===== src/rtl/uart_rx_pkg.sv =====
// Shared types and frame-index constants for the UART receive path.
package uart_rx_pkg;

    typedef enum logic [2:0] {
        IDLE,
        START,
        DATA,
        PARITY,
        STOP
    } rx_state_t;

    typedef enum logic {
        PAR_EVEN = 1'b0,
        PAR_ODD  = 1'b1
    } par_typ_t;

    localparam int START_IDX      = 0;
    localparam int DATA_FIRST_IDX = 1;

    function automatic int par_idx(input int data_width);
        return data_width + 1;
    endfunction

    function automatic int stop_idx(input int data_width, input logic par_en);
        return par_en ? data_width + 2 : data_width + 1;
    endfunction

endpackage


===== src/rtl/uart_rx_deser.sv =====
// Receive shift register (LSB first on the line) and expected-parity generation.
module uart_rx_deser
    import uart_rx_pkg::*;
#(
    parameter int DATA_WIDTH = 8
) (
    input  logic                  clk,
    input  logic                  rst,
    input  logic                  clear,
    input  logic                  shift_en,
    input  logic                  bit_in,
    input  logic                  par_typ,
    output logic [DATA_WIDTH-1:0] shreg,
    output logic                  par_exp
);

    always_ff @(posedge clk or negedge rst) begin
        if (!rst) begin
            shreg <= '0;
        end else if (clear) begin
            shreg <= '0;
        end else if (shift_en) begin
            shreg <= {bit_in, shreg[DATA_WIDTH-1:1]};
        end
    end

    assign par_exp = (^shreg) ^ (par_typ == PAR_ODD);

endmodule


===== src/rtl/uart_rx_fsm.sv =====
// UART receive frame sequencer: start detect, data/parity/stop stepping on
// bit-end events, error flags and the one-cycle data_valid strobe.
//
// state  | meaning
// IDLE   | line idle, counters held, waiting for RX_IN low
// START  | bit 0, confirm start bit is really low at mid-bit
// DATA   | bits 1..DATA_WIDTH, shift sampled bits in
// PARITY | parity bit, compare against computed parity
// STOP   | stop bit, check it and publish the byte
module uart_rx_fsm
    import uart_rx_pkg::*;
#(
    parameter int DATA_WIDTH = 8,
    parameter int PRESCALE_W = 5,
    parameter int BIT_CNT_W  = 4
) (
    input  logic                  clk,
    input  logic                  rst,
    input  logic                  RX_IN,
    input  logic [PRESCALE_W-1:0] prescale,
    input  logic                  par_en,
    input  logic                  par_typ,
    input  logic [PRESCALE_W-1:0] edge_cnt,
    input  logic [BIT_CNT_W-1:0]  bit_cnt,
    input  logic                  sampled_bit,
    output logic                  cnt_en,
    output logic                  data_samp_en,
    output logic [DATA_WIDTH-1:0] p_data,
    output logic                  data_valid,
    output logic                  par_err,
    output logic                  stp_err
);

    localparam logic [BIT_CNT_W-1:0] IDX_START      = BIT_CNT_W'(START_IDX);
    localparam logic [BIT_CNT_W-1:0] IDX_DATA_FIRST = BIT_CNT_W'(DATA_FIRST_IDX);
    localparam logic [BIT_CNT_W-1:0] IDX_DATA_LAST  = BIT_CNT_W'(DATA_WIDTH);
    localparam logic [BIT_CNT_W-1:0] IDX_PAR        = BIT_CNT_W'(par_idx(DATA_WIDTH));
    localparam logic [BIT_CNT_W-1:0] IDX_STOP_NOPAR = BIT_CNT_W'(stop_idx(DATA_WIDTH, 1'b0));
    localparam logic [BIT_CNT_W-1:0] IDX_STOP_PAR   = BIT_CNT_W'(stop_idx(DATA_WIDTH, 1'b1));

    rx_state_t                 state, state_nxt;
    logic                      run;
    logic [PRESCALE_W-1:0]     prescale_q;
    logic                      par_en_q, par_typ_q;
    logic                      bit_end, start_det, shift_en, par_upd, stop_upd;
    logic [BIT_CNT_W-1:0]      idx_stop;
    logic [DATA_WIDTH-1:0]     shreg;
    logic                      par_exp;

    assign cnt_en       = run;
    assign data_samp_en = run;
    assign bit_end      = run & (edge_cnt == prescale_q - PRESCALE_W'(1));
    assign idx_stop     = par_en_q ? IDX_STOP_PAR : IDX_STOP_NOPAR;

    always_ff @(posedge clk or negedge rst) begin
        if (!rst) begin
            state <= IDLE;
        end else begin
            state <= state_nxt;
        end
    end

    // Any bit index that does not match the current state drops back to IDLE.
    always_comb begin
        state_nxt = state;
        start_det = 1'b0;
        shift_en  = 1'b0;
        par_upd   = 1'b0;
        stop_upd  = 1'b0;
        case (state)
            IDLE: begin
                if (!RX_IN) begin
                    state_nxt = START;
                    start_det = 1'b1;
                end
            end
            START: begin
                if (bit_end) begin
                    if (bit_cnt == IDX_START && !sampled_bit) state_nxt = DATA;
                    else                                      state_nxt = IDLE;
                end
            end
            DATA: begin
                if (bit_end) begin
                    if (bit_cnt >= IDX_DATA_FIRST && bit_cnt <= IDX_DATA_LAST) begin
                        shift_en = 1'b1;
                        if (bit_cnt == IDX_DATA_LAST) state_nxt = par_en_q ? PARITY : STOP;
                    end else begin
                        state_nxt = IDLE;
                    end
                end
            end
            PARITY: begin
                if (bit_end) begin
                    if (bit_cnt == IDX_PAR) begin
                        par_upd   = 1'b1;
                        state_nxt = STOP;
                    end else begin
                        state_nxt = IDLE;
                    end
                end
            end
            STOP: begin
                if (bit_end) begin
                    stop_upd  = (bit_cnt == idx_stop);
                    state_nxt = IDLE;
                end
            end
            default: state_nxt = IDLE;
        endcase
    end

    always_ff @(posedge clk or negedge rst) begin
        if (!rst) begin
            run        <= 1'b0;
            prescale_q <= '0;
            par_en_q   <= 1'b0;
            par_typ_q  <= 1'b0;
            par_err    <= 1'b0;
            stp_err    <= 1'b0;
            p_data     <= '0;
            data_valid <= 1'b0;
        end else begin
            run        <= (state_nxt != IDLE);
            data_valid <= 1'b0;
            if (start_det) begin
                prescale_q <= prescale;
                par_en_q   <= par_en;
                par_typ_q  <= par_typ;
                par_err    <= 1'b0;
                stp_err    <= 1'b0;
            end
            if (par_upd) par_err <= (sampled_bit != par_exp);
            if (stop_upd) begin
                stp_err <= ~sampled_bit;
                if (!par_err && sampled_bit) begin
                    p_data     <= shreg;
                    data_valid <= 1'b1;
                end
            end
        end
    end

    uart_rx_deser #(.DATA_WIDTH(DATA_WIDTH)) u_deser (
        .clk      (clk),
        .rst      (rst),
        .clear    (start_det),
        .shift_en (shift_en),
        .bit_in   (sampled_bit),
        .par_typ  (par_typ_q),
        .shreg    (shreg),
        .par_exp  (par_exp)
    );

endmodule


===== config.mk =====
export PLATFORM = sky130hd
export DESIGN_NAME = uart_rx_fsm
export DESIGN_NICKNAME = d
export VERILOG_FILES = /design/src/rtl/uart_rx_pkg.sv /design/src/rtl/uart_rx_deser.sv /design/src/rtl/uart_rx_fsm.sv
export SDC_FILE = /design/constraint.sdc
export NUM_CORES = 1
export LEC_CHECK = 0
export CORE_ASPECT_RATIO = 1.2
export CORE_UTILIZATION = 54
export DETAILED_ROUTE_END_ITERATION = 10
export MAX_ROUTING_LAYER = met4
export PLACE_DENSITY = 0.84
export RECOVER_POWER = 100
export SETUP_SLACK_MARGIN = 0.5
export SYNTH_ARGS = -nofsm -noshare
export SYNTH_HDL_FRONTEND = slang
export SYNTH_SLANG_ARGS = --single-unit
export TNS_END_PERCENT = 20

===== constraint.sdc =====
create_clock -name clk -period 4.1 [get_ports clk]
set_clock_uncertainty 0.05 [all_clocks]
set_input_delay 0.615 -clock clk [delete_from_list [all_inputs] [get_ports clk]]
set_output_delay 0.615 -clock clk [all_outputs]
set_load 0.05 [all_outputs]

### Word level (Yosys, flattened, before mapping)

Index checks and enable logic that the tools add are counted.
Widths: inputs -> output; s select.

| cells by class | value |
|---|---|
| $add $sub $neg | 1 |
| magnitude comparators | 2 |
| equality and inequality tests | 9 |
| muxes and demuxes | 29 |
| bitwise gates (word level) | 3 |
| reduce and logical (&&, ||, !) cells | 13 |

Operator list:

| operator | count |
|---|---|
| $mux 3 | 9 |
| $mux 8 | 2 |
| $mux 1 | 15 |
| $pmux 3 s5 | 1 |
| $eq 4x4->1 const B | 2 |
| $reduce_xor 8->1 | 1 |
| $eq 3x2->1 const B | 2 |
| $reduce_bool 2->1 | 3 |
| $eq 5x5->1 | 1 |
| $sub 5x1->5 const B | 1 |
| $eq 4x4->1 | 1 |
| $ge 4x1->1 const B | 1 |
| $le 4x4->1 const B | 1 |
| $logic_not 4->1 | 1 |
| $mux 2 | 2 |
| $eq 3x1->1 const B | 1 |
| $eq 3x3->1 const B | 1 |
| $logic_and 1x1->1 | 3 |
| $logic_not 3->1 | 1 |
| $reduce_bool 3->1 | 1 |
| $logic_not 1->1 | 2 |
| $reduce_and 2->1 | 1 |
| $and 1x1->1 | 1 |
| $ne 1x1->1 | 1 |
| 2 further kinds | 2 |

| word-level totals | value |
|---|---|
| register bits after elaboration | 30 |
| bits of input ports | 20 |
| output and inout bits | 13 |
| word-level logic and storage cells | 67 |

### Longest topological paths before layout

| depth | value |
|---|---|
| word-level depth | 7 |
| gate-level depth with buffers | 6 |
| gate-level depth less buffers | 6 |

### By module

A second synthesis with hierarchy kept.

| second synthesis, totals | value |
|---|---|
| cell total of the unflattened synthesis | 139 |
| area, all modules | 1,589.0 µm² |

By module, submodules not included:

| module | instances | cells each | area an instance (µm²) | seq. area each (µm²) |
|---|---|---|---|---|
| uart_rx_fsm | 1 | 106 | 1,187.4 | 550.5 |
| uart_rx_deser | 1 | 33 | 401.6 | 200.2 |

### Worst setup path after synthesis

Ideal clock, no wire load.

| timing | value |
|---|---|
| path kind | input to register |
| start point | in edge_cnt[2] |
| end point | reg p_data[0] |
| library setup time | 0.128 ns |
| arrival | 1.933 ns |
| data required time | 3.922 ns |
| slack | 1.989 ns |
| stages | 5 |
| buffers on the path | 0 |
| cells stage by stage | nor2b_1 > or3_1 > a31oi_2 > nand3_4 > mux2_1 |

| on the way | value |
|---|---|
| cells in the longest elaborated chain, start to end | 5 |

Ends and longest elaborated chain:

| element | line | RTL |
|---|---|---|
| from (decl) | uart_rx_fsm.sv:23 | `input logic [PRESCALE_W-1:0] edge_cnt,` |
| $eq 5x5->1 | uart_rx_fsm.sv:52 | `assign bit_end = run & (edge_cnt == prescale_q - PRESCALE_W'(1));` |
| $and 1x1->1 | uart_rx_fsm.sv:52 |  |
| $mux 1 | uart_rx_fsm.sv:104 | `if (bit_end) begin` |
| $mux 1 | uart_rx_fsm.sv:70 | `case (state)` |
| $reduce_and 2->1 (no source line) | -- |  |
| to (signal assigned) | uart_rx_fsm.sv:137 | `p_data <= shreg;` |
| to (decl) | uart_rx_fsm.sv:28 | `output logic [DATA_WIDTH-1:0] p_data,` |

No other way between the ends.
A chain may end at the register's enable or synchronous reset.

### Worst setup path in the final report

| timing | value |
|---|---|
| start point | in edge_cnt[2] |
| end point | reg p_data[2] |

Same word-level chain as after synthesis.

==> impl_metrics.env <==
export IMPL_syn2layout_area_growth_pct=25.5
export IMPL_setup_viol_count_final=0
export IMPL_total_power_mw=0.956
export IMPL_startpoint_type="input port"
export IMPL_hpwl_mm=2.37
export IMPL_die_w_um=51.5
export IMPL_drive_gt1_frac=0.0960
export IMPL_worstPathRequired_ps=4260
export IMPL_first_iter_violations=26
export IMPL_netlist_top_cell_by_area="dfrtp_1"
export IMPL_clockBufferDepth=2
export IMPL_cts_buffers_inserted=5
export IMPL_dpl_cell_area_sq_um=1940
export IMPL_violations="capacitance limit, slew limit"
export IMPL_critPathArrivalTime_ps=2990
export IMPL_die_area_sq_um=3170
export IMPL_min_path_cells=1
export IMPL_p_leak_nw=0.981
export IMPL_final_cells=211
export IMPL_setup_tns_final_ps=0
export IMPL_async_reset_ff_frac=1.00
export IMPL_fmax_mhz=353
export IMPL_diodes=0
export IMPL_timing_final_ws_setup_ps=1270
export IMPL_start_util=0.571
export IMPL_netlist_instances=141
export IMPL_status="finished, violations left"
export IMPL_place_gp_congestion=0.819
export IMPL_met3WireLength_um=120
export IMPL_wl_met1_mm=1.30
export IMPL_io_buffers=32
export IMPL_drv_slew=31
export IMPL_hold_violations=0
export IMPL_drc=0
export IMPL_crit_type="input port to register"
export IMPL_dp_slack_ps=1380
export IMPL_postCtsSetupBuffers=0
export IMPL_path_max_fanout=9
export IMPL_synth_area_sq_um=1590
export IMPL_core_region_area_sq_um=2790
export IMPL_track_usage=0.239
export IMPL_vias_per_cell=5.52
export IMPL_grt_overflow_total=0
export IMPL_route_met2_wl_mm=1.68
export IMPL_dp_cells=204
export IMPL_peakVddDrop_mv=0.444
export IMPL_cap_violations=1
export IMPL_tritoncts="yes"
export IMPL_endpoint_kind="register"
export IMPL_grt_pass1_wl_mm=5.08
export IMPL_fill_cells=237
export IMPL_yosysTopAreaCellShare=0.472
export IMPL_cts_resized=0
export IMPL_multiInputGateArea_sq_um=774
export IMPL_slew_headroom=-0.0547
export IMPL_clk_pin_slew_ps=90
export IMPL_ff_latch_area_sq_um=751
export IMPL_antenna_found_initial=0
export IMPL_syn_avg_cell_area_sq_um=11.3
export IMPL_post_route_cell_area_sq_um=2000
export IMPL_wl_per_cell_um=15.0
export IMPL_utilization=0.717
export IMPL_io_pins=33
export IMPL_hold_path_startpoint="p_data[1]$_DFFE_PN0P_"
export IMPL_synth_edf_count=0
export IMPL_cts_htree_levels=2
export IMPL_min_period_ps=2830
export IMPL_rr_worst_depth=6
export IMPL_clock_sinks=30
export IMPL_tightest_slew_ps=1580
export IMPL_reg2reg_from="prescale_q[0]$_DFFE_PN0P_"
export IMPL_r2r_setup_slack_ps=1540
export IMPL_hold_path_endpoint="p_data[1]$_DFFE_PN0P_"
export IMPL_synth_area_leaders="dfrtp_1, mux2i_1, xnor2_1"
export IMPL_p_per_area_nw_per_um2=479
export IMPL_rows=21
export IMPL_ys_seq_elements=30
export IMPL_finalCritPeriodShare=0.691
export IMPL_nets=198
export IMPL_synth_flop_cell="dfrtp_1"
export IMPL_clock_latency_ps=330
export IMPL_dieHeight_um=61.4
export IMPL_clockRootBuffer="clkbuf_4"
export IMPL_syn_nets=162
export IMPL_fin_hold_ws_ps=446
export IMPL_wl_mm=3.17
export IMPL_min_path_type="register to register"
export IMPL_vias=1164
export IMPL_ys_warn_count=0
export IMPL_grt_pass1_vias=1159
export IMPL_first_pass_iters=4
export IMPL_hold_buffers=0
export IMPL_grt_max_degree=31
export IMPL_rsz0062_at_grt="no"
export IMPL_seq_area_frac_synth=0.472
export IMPL_yosysUniqueCellTypes=37
export IMPL_top_layer="met4"
export IMPL_drtAntennaViolNets=0
export IMPL_timing_rr_end="p_data[2]$_DFFE_PN0P_"
synthesized netlist by cell type, types with 3 or more instances:
library cell,count
nor2b_1,3
clkbuf_1,3
xnor2_1,12
nand2_1,15
mux2_1,8
mux2i_1,12
nor3_1,3
nor2_1,5
inv_1,6
nand3_1,3
mux2_2,8
o21ai_0,3
dfrtp_1,30
worst max path at each step:
stage	start	end	slack (ps)
6_report	edge_cnt[2]	p_data[2]$_DFFE_PN0P_	1270
5_1_grt	edge_cnt[2]	p_data[2]$_DFFE_PN0P_	1110
4_1_cts	edge_cnt[2]	p_data[4]$_DFFE_PN0P_	1720
3_5_place_dp	edge_cnt[2]	p_data[0]$_DFFE_PN0P_	1380
3_3_place_gp	edge_cnt[2]	p_data[3]$_DFFE_PN0P_	1430
2_1_floorplan	edge_cnt[2]	p_data[0]$_DFFE_PN0P_	1990
per-layer routing:
layer / global-route usage / up-vias
met5: - / -
met4: 0.116 / 0
met3: 0.0691 / 8
met2: 0.410 / 27
met1: 0.254 / 564
li1: - / 565
flip-flops by register name, indices dropped and copies added (netlist names):
signal         count
stp_err            1
data_valid         1
par_en_q           1
u_deser.shreg      8
p_data             8
prescale_q         5
cnt_en             1
par_typ_q          1
par_err            1
state              3
cell usage in the layout, fill, tap and decap left out, drive strengths merged, types with 2 or more instances in the layout:
cell type | netlist | final
nand2b | 2 | 2
xnor2 | 12 | 12
nor3 | 4 | 4
a21o | 2 | 2
nor2 | 5 | 5
xor2 | 2 | 2
mux2 | 16 | 16
or3 | 2 | 2
nand2 | 15 | 15
mux2i | 12 | 12
nand3 | 5 | 5
dlygate4sd3 | 0 | 16
and3b | 2 | 2
o21ai | 4 | 4
clkbuf | 3 | 7
a31oi | 2 | 2
inv | 6 | 6
nor3b | 2 | 2
dfrtp | 30 | 30
clkdlybuf4s50 | 0 | 16
nor2b | 3 | 3
final cells by class:
cell class / count / share of cell area
Multi-Input combinational cell: 101 / 0.388
Sequential cell: 30 / 0.376
Timing Repair Buffer: 33 / 0.162
Clock buffer: 6 / 0.0257
Tap cell: 34 / 0.0213
Clock inverter: 1 / 0.0150
Inverter: 6 / 0.0113
critical path, stage by stage:
cell,delay [ps]
dlygate4sd3_1,560
nor2b_1,150
or3_1,360
a31oi_1,410
nand3_1,440
mux2_1,450
cell families (layout without fill, tap and decap cells):
group,count (synthesis),after routing,share of synthesized area
AO/OA/AOI/OAI,14,14,0.0684
XOR/XNOR,14,14,0.0771
adder cells (fa/ha/maj),1,1,0.00787
buffers and inverters,10,46,0.0260
flip-flops,30,30,0.472
multiplexers,28,28,0.189
AND/OR/NAND/NOR,44,44,0.160
power by group:
group	leakage [nW]	switching (mW)	internal (mW)
combinational	0.541	0.168	0.151
clock	0.0443	0.0956	0.142
sequential	0.396	0.0568	0.343
No activity file was read; power rests on OpenSTA's default activity.
